===== src/rtl/priv_isa_types_pkg.sv =====
// Shared trap/interrupt code enums, controller state and the encoder payload
// for the machine-mode trap controller.
package priv_isa_types_pkg;

   localparam int unsigned XLEN   = 32;
   localparam int unsigned CODE_W = 4;

   typedef enum logic [CODE_W-1:0] {
      EXC_INSN_MAL    = 4'd0,
      EXC_INSN_FAULT  = 4'd1,
      EXC_ILLEGAL     = 4'd2,
      EXC_BREAK       = 4'd3,
      EXC_LOAD_MAL    = 4'd4,
      EXC_LOAD_FAULT  = 4'd5,
      EXC_STORE_MAL   = 4'd6,
      EXC_STORE_FAULT = 4'd7,
      EXC_ECALL_U     = 4'd8,
      EXC_ECALL_S     = 4'd9,
      EXC_ECALL_M     = 4'd11
   } exc_code_e;

   typedef enum logic [CODE_W-1:0] {
      INT_SOFT  = 4'd3,
      INT_TIMER = 4'd7,
      INT_EXT   = 4'd11
   } int_code_e;

   typedef enum logic [1:0] {
      ST_IDLE       = 2'd0,
      ST_WAIT_CLEAR = 2'd1,
      ST_INSERT     = 2'd2,
      ST_SLEEP      = 2'd3
   } state_e;

   typedef enum logic {
      KIND_TRAP = 1'b0,
      KIND_RET  = 1'b1
   } kind_e;

   typedef struct packed {
      logic              valid;
      logic              is_int;
      logic [CODE_W-1:0] code;
   } trap_req_t;

   // Exception codes whose mtval carries the faulting address.
   function automatic logic tval_is_addr(input logic [CODE_W-1:0] code);
      case (code)
         EXC_INSN_MAL, EXC_INSN_FAULT, EXC_LOAD_MAL,
         EXC_LOAD_FAULT, EXC_STORE_MAL, EXC_STORE_FAULT: return 1'b1;
         default:                                        return 1'b0;
      endcase
   endfunction

endpackage


===== src/rtl/priv_trap_ctrl_trap_cause_encoder.sv =====
// Priority encoder: pending interrupts and exception flags to {valid, is_int, code}.
module trap_cause_encoder
   import priv_isa_types_pkg::*;
(
   input  logic        fault_insn_i,
   input  logic        mal_insn_i,
   input  logic        illegal_insn_i,
   input  logic        fault_l_i,
   input  logic        mal_l_i,
   input  logic        fault_s_i,
   input  logic        mal_s_i,
   input  logic        breakpoint_i,
   input  logic        env_i,
   input  logic [1:0]  curr_priv_i,
   input  logic [2:0]  int_pend_i,
   output trap_req_t   req_o
);

   logic exc_any;

   assign exc_any = fault_insn_i | mal_insn_i | illegal_insn_i | fault_l_i | mal_l_i |
                    fault_s_i | mal_s_i | breakpoint_i | env_i;

   // Interrupts (ext > soft > timer) outrank every exception.
   always_comb begin
      req_o = '0;
      if (|int_pend_i) begin
         req_o.valid  = 1'b1;
         req_o.is_int = 1'b1;
         if (int_pend_i[2])      req_o.code = INT_EXT;
         else if (int_pend_i[1]) req_o.code = INT_SOFT;
         else                    req_o.code = INT_TIMER;
      end else if (exc_any) begin
         req_o.valid = 1'b1;
         if (fault_insn_i)        req_o.code = EXC_INSN_FAULT;
         else if (mal_insn_i)     req_o.code = EXC_INSN_MAL;
         else if (illegal_insn_i) req_o.code = EXC_ILLEGAL;
         else if (breakpoint_i)   req_o.code = EXC_BREAK;
         else if (env_i)          req_o.code = EXC_ECALL_U + CODE_W'(curr_priv_i);
         else if (mal_l_i)        req_o.code = EXC_LOAD_MAL;
         else if (mal_s_i)        req_o.code = EXC_STORE_MAL;
         else if (fault_l_i)      req_o.code = EXC_LOAD_FAULT;
         else                     req_o.code = EXC_STORE_FAULT;
      end
   end

endmodule


===== src/rtl/priv_trap_ctrl.sv =====
// Machine-mode trap controller: trap entry, mret return and WFI sleep sequencing.
// Optional macro PRV_VECTORED_TRAP_EN enables vectored interrupt targets (mtvec mode 01).
module priv_trap_ctrl
   import priv_isa_types_pkg::*;
#(
   parameter int unsigned WORD_W        = XLEN,
   parameter bit          INT_CAUSE_MSB = 1'b1
) (
   input  logic              CLK,
   input  logic              nRST,
   input  logic              fault_insn,
   input  logic              mal_insn,
   input  logic              illegal_insn,
   input  logic              fault_l,
   input  logic              mal_l,
   input  logic              fault_s,
   input  logic              mal_s,
   input  logic              breakpoint,
   input  logic              env,
   input  logic [1:0]        curr_priv,
   input  logic              mret,
   input  logic              wfi,
   input  logic              pipe_clear,
   input  logic [WORD_W-1:0] epc,
   input  logic [WORD_W-1:0] badaddr,
   input  logic              timer_int,
   input  logic              soft_int,
   input  logic              ext_int,
   input  logic [2:0]        int_en,
   input  logic              global_ie,
   input  logic [WORD_W-1:0] mtvec,
   input  logic [WORD_W-1:0] mepc_r,
   output logic              intr,
   output logic              insert_pc,
   output logic [WORD_W-1:0] priv_pc,
   output logic              csr_we,
   output logic              ret_we,
   output logic [WORD_W-1:0] cause_o,
   output logic [WORD_W-1:0] epc_o,
   output logic [WORD_W-1:0] tval_o,
   output logic              wfi_stall
);

   state_e            state_q;
   kind_e             kind_q;
   logic [WORD_W-1:0] target_q;
   logic              intr_q, insert_pc_q, csr_we_q, ret_we_q, wfi_stall_q;
   logic [WORD_W-1:0] priv_pc_q, cause_q, epc_q, tval_q;

   logic [WORD_W-1:0] cause_d, tval_d, target_d;
   logic [2:0]        raw_int, int_pend;
   logic              vec_en;
   trap_req_t         req;

   assign raw_int  = {ext_int, soft_int, timer_int};
   assign int_pend = raw_int & int_en & {3{global_ie}};

`ifdef PRV_VECTORED_TRAP_EN
   assign vec_en = (mtvec[1:0] == 2'b01);
`else
   logic unused_mtvec_mode;
   assign vec_en            = 1'b0;
   assign unused_mtvec_mode = ^mtvec[1:0];
`endif

   trap_cause_encoder u_enc (
      .fault_insn_i   (fault_insn),
      .mal_insn_i     (mal_insn),
      .illegal_insn_i (illegal_insn),
      .fault_l_i      (fault_l),
      .mal_l_i        (mal_l),
      .fault_s_i      (fault_s),
      .mal_s_i        (mal_s),
      .breakpoint_i   (breakpoint),
      .env_i          (env),
      .curr_priv_i    (curr_priv),
      .int_pend_i     (int_pend),
      .req_o          (req)
   );

   // CSR values and redirect target for a trap raised this cycle.
   always_comb begin
      cause_d = WORD_W'(req.code);
      if (req.is_int) cause_d[WORD_W-1] = INT_CAUSE_MSB;
      tval_d = '0;
      if (!req.is_int) begin
         if (tval_is_addr(req.code))     tval_d = badaddr;
         else if (req.code == EXC_BREAK) tval_d = epc;
      end
      target_d = {mtvec[WORD_W-1:2], 2'b00};
      if (vec_en && req.is_int) target_d = target_d + WORD_W'({req.code, 2'b00});
   end

   always_ff @(posedge CLK or negedge nRST) begin
      if (!nRST) begin
         state_q     <= ST_IDLE;
         kind_q      <= KIND_TRAP;
         target_q    <= '0;
         intr_q      <= 1'b0;
         insert_pc_q <= 1'b0;
         priv_pc_q   <= '0;
         csr_we_q    <= 1'b0;
         ret_we_q    <= 1'b0;
         cause_q     <= '0;
         epc_q       <= '0;
         tval_q      <= '0;
         wfi_stall_q <= 1'b0;
      end else begin
         insert_pc_q <= 1'b0;
         csr_we_q    <= 1'b0;
         ret_we_q    <= 1'b0;
         case (state_q)
            ST_IDLE: begin
               intr_q      <= 1'b0;
               wfi_stall_q <= 1'b0;
               if (req.valid) begin
                  cause_q  <= cause_d;
                  epc_q    <= epc;
                  tval_q   <= tval_d;
                  target_q <= target_d;
                  kind_q   <= KIND_TRAP;
                  intr_q   <= 1'b1;
                  state_q  <= ST_WAIT_CLEAR;
               end else if (mret) begin
                  target_q <= mepc_r;
                  kind_q   <= KIND_RET;
                  intr_q   <= 1'b1;
                  state_q  <= ST_WAIT_CLEAR;
               end else if (wfi && !(|raw_int)) begin
                  wfi_stall_q <= 1'b1;
                  state_q     <= ST_SLEEP;
               end
            end
            ST_WAIT_CLEAR: begin
               if (pipe_clear) begin
                  insert_pc_q <= 1'b1;
                  priv_pc_q   <= target_q;
                  csr_we_q    <= (kind_q == KIND_TRAP);
                  ret_we_q    <= (kind_q == KIND_RET);
                  state_q     <= ST_INSERT;
               end
            end
            ST_INSERT: begin
               intr_q  <= 1'b0;
               state_q <= ST_IDLE;
            end
            ST_SLEEP: begin
               // Wake ignores global_ie; the trap itself is gated in IDLE.
               if (|(raw_int & int_en)) begin
                  wfi_stall_q <= 1'b0;
                  state_q     <= ST_IDLE;
               end
            end
            default: state_q <= ST_IDLE;
         endcase
      end
   end

   assign intr      = intr_q;
   assign insert_pc = insert_pc_q;
   assign priv_pc   = priv_pc_q;
   assign csr_we    = csr_we_q;
   assign ret_we    = ret_we_q;
   assign cause_o   = cause_q;
   assign epc_o     = epc_q;
   assign tval_o    = tval_q;
   assign wfi_stall = wfi_stall_q;

endmodule


===== config.mk =====
export PLATFORM = sky130hd
export DESIGN_NAME = priv_trap_ctrl
export DESIGN_NICKNAME = d
export VERILOG_FILES = /design/src/rtl/priv_isa_types_pkg.sv /design/src/rtl/priv_trap_ctrl_trap_cause_encoder.sv /design/src/rtl/priv_trap_ctrl.sv
export SDC_FILE = /design/constraint.sdc
export NUM_CORES = 1
export LEC_CHECK = 0
export BUFFER_PORTS_ARGS = -buffer_cell sky130_fd_sc_hd__buf_2
export CAP_MARGIN = 15
export CORE_UTILIZATION = 32
export CTS_CLUSTER_DIAMETER = 50
export DETAILED_ROUTE_END_ITERATION = 7
export HOLD_SLACK_MARGIN = 0.08
export SYNTH_ARGS = -nofsm -noshare
export SYNTH_HDL_FRONTEND = slang
export SYNTH_SLANG_ARGS = --single-unit

===== constraint.sdc =====
create_clock -name CLK -period 5 [get_ports CLK]
set_input_delay 0.5 -clock CLK [delete_from_list [all_inputs] [get_ports CLK]]
set_output_delay 0.5 -clock CLK [all_outputs]
set_load 0.005 [all_outputs]

==> results of run 1 <==
-- layer usage --
metal  GRT usage [%]  wire, um
met1            20.4      7110
met2            25.9      7440
met3            5.81      1370
met4            5.21       140
met5               0         0
-- cell usage after synthesis (2+ instances only) --
master / number
a21o_1: 3
a21oi_1: 2
a221o_1: 33
and3_1: 30
and3_2: 2
buf_2: 7
buf_4: 30
buf_6: 5
buf_8: 3
clkbuf_1: 15
dfrtp_1: 141
inv_1: 6
mux2_1: 7
mux2_2: 25
mux2i_1: 30
nand2_1: 136
nand3_1: 2
nor2_1: 10
o21ai_0: 33
o21ai_1: 7
o31ai_1: 3
-- report_power, final --
| group | internal, W | switching, W | total [W] | leakage, nW |
|---|---|---|---|---|
| clock network | 0.000721 | 0.000514 | 0.00123 | 0.281 |
| registers | 0.00165 | 0.000266 | 0.00191 | 1.76 |
| logic | 0.000750 | 0.000826 | 0.00158 | 2.45 |
-- cells in the final DEF (no fill, tap or decap), types with 2 or more instances in the layout --
cell,count
clkinvlp_4,2
a21o_1,3
conb_1,27
o21ai_0,33
o21ai_1,7
clkbuf_16,17
nand2_1,136
mux2_1,7
mux2i_1,30
clkinv_4,4
inv_1,6
buf_4,5
and3_2,2
mux2_2,25
clkbuf_8,2
nor2_1,10
a221o_1,33
a21oi_1,2
dfrtp_1,141
nand3_1,2
o31ai_1,3
buf_2,253
and3_1,30
inv_6,5
-- metrics by stage --
| stage | worst slack [ps] | total power (W) | util [%] | cells | hold WS [ps] |
|---|---|---|---|---|---|
| global placement | 1780 | 0.00350 | 40.0 | 1040 | 434 |
| global route | 1960 | 0.00507 | 43.1 | 1072 | 260 |
| floorplan | 2870 | 0.00289 | - | 583 | 204 |
| detailed placement | 1760 | 0.00354 | 40.0 | 1040 | 436 |
| CTS | 2200 | 0.00480 | 43.1 | 1072 | 207 |
| finish | 2170 | 0.00472 | 43.1 | 1072 | 164 |
-- registers in the layout (all words and copies together) (netlist names) --
signal and count:
csr_we 1, tval_o 32, ret_we 1, state_q 2, cause_o 5, insert_pc 1, target_q 32, priv_pc 32
epc_o 32, intr 1, kind_q 1, wfi_stall 1
-- logic make-up after synthesis --
family / count (synthesis) / share of synthesized area, %
flops: 141 / 56.9
other cells: 1 / 0.0604
compound gates: 91 / 10.9
simple gates: 193 / 14.3
mux: 62 / 10.6
buf+inv: 69 / 7.30
-- how the worst min path moves through the flow --
stage                start    endpoint  slack (ps)  depth (start not counted)
floorplan             nRST  cause_o[0]         200                          0
global placement    kind_q      csr_we         430                          1
detailed placement  kind_q      csr_we         440                          1
CTS                   nRST  tval_o[20]         210                          1
global route          nRST  tval_o[20]         260                          1
finish                nRST  tval_o[19]         160                          1
-- cell type report --
class	instances	area, um^2
Clock buffer	19	453
Timing Repair Buffer	259	1320
Clock inverter	13	129
Tap cell	260	325
Fill cell	1802	10700
Multi-Input combinational cell	373	2350
Inverter	7	26.3
Sequential cell	141	3530
-- worst max-delay path, stage by stage --
cell	delay, ps
buf_2	110
a222oi_1	840
o2111ai_4	140
buf_4	350
nand2_4	700
mux2_2	420
==> results.yml, run 1 <==
status:
  status: "completed"
placed_design:
  dp_hpwl_mm: 11.1
  portBuffers: 254
  dpl_cell_area_mm2: 0.00754
  gp_congestion: 0.780
synth:
  async_flop_share_pct: 100
  synth-edff-count: 0
  syn_area_mm2: 0.00620
  yosysTopAreaCellShare_pct: 56.9
  ys.flop_type: "dfrtp_1"
  ys_types: 48
  yosysWarnings: 0
  seq_area_frac_synth_pct: 56.9
  syn_avg_cell_area_um2: 11.1
  syn_inst: 557
  yosysTopAreaCell: "dfrtp_1"
  ys_seq_elements: 141
  yosys-top-cells-area: "dfrtp_1, nand2_1, a221o_1, mux2i_1, mux2_2"
run:
  maxCapViolCount: 0
worst_setup_path:
  critPathMaxFanout: 73
  crit_path_end_kind: "flop"
  critPathRequiredTime_ps: 5290
  rr_startpoint: "state_q[1]"
  r2r_setup_slack_ps: 2810
  worstSetupStartpointType: "primary input"
  startpoint: "soft_int"
  arrival_ps: 3120
  reg2reg_to: "ret_we"
  crit_path_end: "epc_o[15]"
  r2r_cells: 4
  crit_type: "primary input to flop"
die:
  dieHeight_um: 141
  die_x_um: 141
  core_mm2: 0.0188
  ioPinCount: 284
  fp.dieArea_mm2: 0.0200
  initial_utilization_pct: 33.0
  num_rows: 50
sta:
  tns_ps: 0
  finalMaxSlewViolations: 0
  worstMarginPinSlew_ps: 1030
  setup_viol: 0
  slew_headroom_pct: 31.0
  hold_viol: 0
  fmax_mhz: 353
  fin_crit_sh_pct: 56.6
  final.min_clock_period_ps: 2830
  finClkSkew_ps: 7.41
  grt_setup_unrepaired: "no"
route:
  vias: 4922
  routed_wl_mm: 16.1
  drcViolationCount: 0
  wl_per_cell_um: 15.0
  first_iter_violations: 178
  routed_via_density: 4.59
  drtAntennaViolNets: 0
  drt_first_pass_iters: 4
pwr:
  leakagePower_nw: 4.49
  peakVddDrop_uv: 274
  power_density_mw_per_mm2: 582
clock_tree:
  clk_latency_ps: 410
  cts_setup_buffers: 0
  clkSinkCount: 141
  cts_max_level: 4
  ctsHoldBuffers: 0
  cts_tree: "done"
  cts_buffers: 17
  clockBufferDepth: 2
  path_clk_slew_ps: 60
  cts-root-buf: "clkbuf_16"
  cts-resized-gates: 0
global_route:
  grt_max_degree: 98
  antenna_found_initial: 0
  grt_pass1_vias: 4747
  grt_pass1_wl_mm: 25.0
  grtUsageTotal_pct: 16.2
  grt_overflow: 0
min_path:
  hp-class: "primary input to async pin"
cells_and_area:
  drive_gt1_share_pct: 40.3
  area_growth_pct: 30.9
  final_nets: 950
  n_antenna_cell: 0
  fin_area_mm2: 0.00812
Power figures use the tool's default switching activity.
==> inputs of run 2 (changes only) <==
==> constraint.sdc (replaced) <==
create_clock -name CLK -period 2.5 [get_ports CLK]
set_input_delay 0.25 -clock CLK [delete_from_list [all_inputs] [get_ports CLK]]
set_output_delay 0.25 -clock CLK [all_outputs]
set_load 0.005 [all_outputs]
==> run 2 against run 1 <==
Clock skew barely moved. Core utilization rose by 2.5 points. Worst hold slack got worse by 48 ps. Non-clock buffer count rose by 44. Critical endpoint is now tval_o[7]. Largest power group unchanged. Highest routed layer unchanged.
==> results.yml, run 2 (same netlist as run 1, synthesis figures left out) <==
route:
  vias: 5099
  drt_first_pass_iters: 6
  first_iter_violations: 176
  drtAntennaViolNets: 0
  drcViolationCount: 0
  routed_wl_mm: 16.4
  routed_via_density: 4.57
  wl_per_cell_um: 14.7
sta:
  fmax_mhz: 493
  tns_ps: 0
  worstMarginPinSlew_ps: 569
  hold_viol: 0
  final.min_clock_period_ps: 2030
  slew_headroom_pct: 62.1
  grt_setup_unrepaired: "no"
  finClkSkew_ps: 7.91
  setup_viol: 0
  fin_crit_sh_pct: 81.2
  finalMaxSlewViolations: 0
cells_and_area:
  multi_input_area_mm2: 0.00235
  final_common_cell: "buf_2"
  register_area_mm2: 0.00353
  layout_common_cells: "buf_2, dfrtp_1, nand2_1"
  stdcell_count: 1115
  drive_gt1_share_pct: 39.3
  fin_area_mm2: 0.00859
  n_antenna_cell: 0
  final_nets: 994
  fillCellCount: 1778
  area_growth_pct: 38.5
clock_tree:
  path_clk_slew_ps: 60
  cts_max_level: 4
  cts_buffers: 17
  clkSinkCount: 141
  cts-root-buf: "clkbuf_16"
  clockBufferDepth: 2
  cts_tree: "done"
  clk_latency_ps: 410
status:
  status: "completed"
worst_setup_path:
  cp_top_family: "simple AND/OR/NAND/NOR gates"
  crit_type: "flop to flop"
  slowest_stage: "dfrtp_1"
  crit_path_end_kind: "flop"
  critPathMaxFanout: 33
  arrival_ps: 2370
  worstSetupStartpointType: "flop"
  slowest_delay_ps: 490
  critPathRequiredTime_ps: 2840
  critPathBufInv: 1
  path_cells: "nor2_8 > and3_4 > and4b_1 > buf_4 > a221o_1"
global_route:
  grt_overflow: 0
  grt_pass1_vias: 4950
  antenna_found_initial: 0
  grt_max_degree: 68
  grtUsageTotal_pct: 16.8
  grt_pass1_wl_mm: 25.8
pwr:
  peakVddDrop_uv: 398
  power.total_w: 0.00968
  leakagePower_nw: 4.70
  power_density_mw_per_mm2: 1130
die:
  initial_utilization_pct: 33.0
  num_rows: 50
  dieHeight_um: 141
  fp.dieArea_mm2: 0.0200
  ioPinCount: 284
  die_x_um: 141
  core_mm2: 0.0188
min_path:
  hp-class: "primary input to flop"
placed_design:
  portBuffers: 254
  place_inst: 1050
  dp_hpwl_mm: 11.5
  gp_congestion: 0.776
  dpl_cell_area_mm2: 0.00765
run:
  maxCapViolCount: 0
## run 2: worst register-to-register path, cell delays in order (launching register included)
cell and delay [ps]:
dfrtp_1 490, nor2_8 220, and3_4 420, and4b_1 240, buf_4 340, a221o_1 240
## run 2: area by class of cell
type	count	area share [%]
inverter	7	0.306
clock inverter	11	1.53
clock buffer	20	5.43
sequential	141	41.1
multi-input combinational	373	27.3
timing repair buffer	303	20.6
tap	260	3.79
## run 2: metrics by stage
step	hold slack (ps)	worst slack [ps]	util [%]
2_1_floorplan	-45.6	620	-
3_3_place_gp	220	143	40.6
3_5_place_dp	218	144	40.6
4_1_cts	88.0	452	45.6
5_1_grt	91.3	360	45.6
6_report	116	470	45.6
## run 2: metal layers
layer | up-vias | part of all wire (%) | track usage, %
met1 | 2394 | 44 | 20.8
met2 | 227 | 46 | 27.1
met4 | 0 | 1.2 | 5.21
met5 | - | 0 | 0
li1 | 2467 | - | -
met3 | 11 | 8.4 | 6.01
## run 2: what timing repair did
item | CTS | global route
hold buffers | 34 | 0
endpoints found under the hold margin | 97 | 0
gates resized for setup | 0 | 0
buffers inserted | 0 | 0
endpoints found under the setup margin | 0 | 0
## run 2: final timing paths
| path | from | to | slack (ps) | cells past startpoint |
|---|---|---|---|---|
| hold reg to reg | kind_q | csr_we | 450 | 1 |
| setup / recovery | state_q[0] | tval_o[7] | 470 | 5 |
| hold / removal | mepc_r[26] | target_q[26] | 120 | 3 |
| min in group asynchronous | nRST | tval_o[20] | 340 | 2 |
| setup reg to reg | state_q[0] | tval_o[7] | 470 | 5 |
| max in group asynchronous | nRST | priv_pc[20] | 1430 | 3 |
## run 2: where the power goes
part           internal (W)  leakage [nW]  switching, W
sequential          0.00330          1.76      0.000540
clock               0.00156         0.286      0.000973
combinational       0.00164          2.65       0.00168
==> inputs of run 3 (changes only) <==
==> constraint.sdc (replaced) <==
create_clock -name CLK -period 1.7 [get_ports CLK]
set_input_delay 0.17 -clock CLK [delete_from_list [all_inputs] [get_ports CLK]]
set_output_delay 0.17 -clock CLK [all_outputs]
set_load 0.005 [all_outputs]
==> run 3 against run 2 <==
Core utilization increased by 6.4 points. Critical endpoint is now tval_o[27]. Critical path depth did not move. Sequential power rose by 48%. Worst hold slack worse by 18 ps. Combinational power rose by 75%. Die area unchanged. Global-route usage up 2.0 points. Largest cell class unchanged.
==> results.yml, run 3 (same netlist as run 1, synthesis figures left out) <==
status:
  status: "completed"
placed_design:
  gp_congestion: 0.788
  place_inst: 1076
  dp_worst_setup_slack_ps: -263
  portBuffers: 254
  dp_hpwl_mm: 11.6
cells_and_area:
  drive_gt1_share_pct: 38.7
  final_core_util_pct: 52.0
  layout_common_cells: "buf_2, dfrtp_1, nand2_1"
  final_nets: 1094
  n_antenna_cell: 0
  final_common_cell: "buf_2"
  area_growth_pct: 57.8
  stdcell_count: 1216
  fillCellCount: 1651
clock_tree:
  ctsHoldBuffers: 108
  cts_tree: "done"
  cts_setup_buffers: 0
  cts_buffers: 17
  clk_latency_ps: 410
  clkSinkCount: 141
  cts-root-buf: "clkbuf_16"
  cts_max_level: 4
  clockBufferDepth: 2
  path_clk_slew_ps: 60
  cts-resized-gates: 0
global_route:
  antenna_found_initial: 0
  grtUsageTotal_pct: 18.7
  grt_pass1_wl_mm: 29.1
  grt_overflow: 0
  grt_max_degree: 68
  grt_pass1_vias: 5709
sta:
  finClkSkew_ps: 7.06
  fmax_mhz: 621
  finalMaxSlewViolations: 0
  fin_crit_sh_pct: 94.7
  final.min_clock_period_ps: 1610
  tns_ps: 0
  setup_viol: 0
  fin_ws_ps: 89.6
  hold_viol: 0
  grt_setup_unrepaired: "no"
worst_setup_path:
  arrival_ps: 1900
  crit_path_end_kind: "flop"
  crit_type: "flop to flop"
  worstSetupStartpointType: "flop"
  critPathRequiredTime_ps: 1990
  critPathMaxFanout: 32
route:
  vias: 5581
  routed_via_density: 4.59
  first_iter_violations: 214
  drcViolationCount: 0
  wl_per_cell_um: 15.1
  drtAntennaViolNets: 0
  routed_wl_mm: 18.3
  drt_first_pass_iters: 5
pwr:
  power.total_w: 0.0156
  power_density_mw_per_mm2: 1590
  peakVddDrop_uv: 656
  leakagePower_nw: 5.32
die:
  dieHeight_um: 141
  initial_utilization_pct: 33.0
  fp.dieArea_mm2: 0.0200
  die_x_um: 141
  core_mm2: 0.0188
  ioPinCount: 284
  num_rows: 50
run:
  maxCapViolCount: 0
min_path:
  hp-class: "primary input to flop"
## run 3: cell count changes in the layout (fill, tap and decap cells not counted), sizes merged
cell         previous run  this run
buf                   269       295
clkbuf                 20        18
clkinv                  3         7
bufinv                  2         5
inv                    10         8
clkinvlp                3         1
dlygate4sd3            34       108
## run 3: final cells by class
type / instances / area [um^2] / share of cell area, %
Sequential cell: 141 / 3530 / 36.0
Clock inverter: 14 / 216 / 2.21
Multi-Input combinational cell: 373 / 2460 / 25.1
Timing Repair Buffer: 403 / 2800 / 28.6
Tap cell: 260 / 325 / 3.32
Clock buffer: 18 / 429 / 4.38
Inverter: 7 / 26.3 / 0.268
## run 3: where the power goes
group | leakage [nW] | total (W) | internal [W] | switching (W)
combinational | 3.25 | 0.00578 | 0.00312 | 0.00266
sequential | 1.76 | 0.00569 | 0.00485 | 0.000841
clock | 0.315 | 0.00409 | 0.00261 | 0.00147
total | 5.32 | 0.0156 | 0.0106 | 0.00497
## run 3: worst max-delay path, cell delays in order, from the launching register on
cell	delay (ps)
dfrtp_1	530
nor2_8	80
and3_4	190
and4b_1	200
buf_12	180
a221o_1	310
## run 3: metrics by stage
stage / hold slack, ps / cell area [um^2]
2_1_floorplan: -126 / 6440
3_3_place_gp: 70.7 / 8060
3_5_place_dp: 77.4 / 8060
4_1_cts: 80.1 / 9790
5_1_grt: 94.4 / 9790
6_report: 97.7 / 9790
## run 3: final timing paths
kind	to	from	slack, ps	cells past startpoint
worst min register to register	csr_we	kind_q	450	1
worst min-delay path	state_q[0]	mret	100	3
worst max register to register	tval_o[27]	state_q[1]	90	5
min in group asynchronous	tval_o[1]	nRST	200	2
worst max-delay path	tval_o[27]	state_q[1]	90	5
max in group asynchronous	epc_o[27]	nRST	880	3
## run 3: metal layers
metal	vias to the layer above	GRT usage [%]	share of wire, %
met5	-	0	0
met4	0	7.27	1.7
met3	24	5.26	8.5
met2	267	30.4	46
met1	2619	23.6	44
li1	2671	-	-
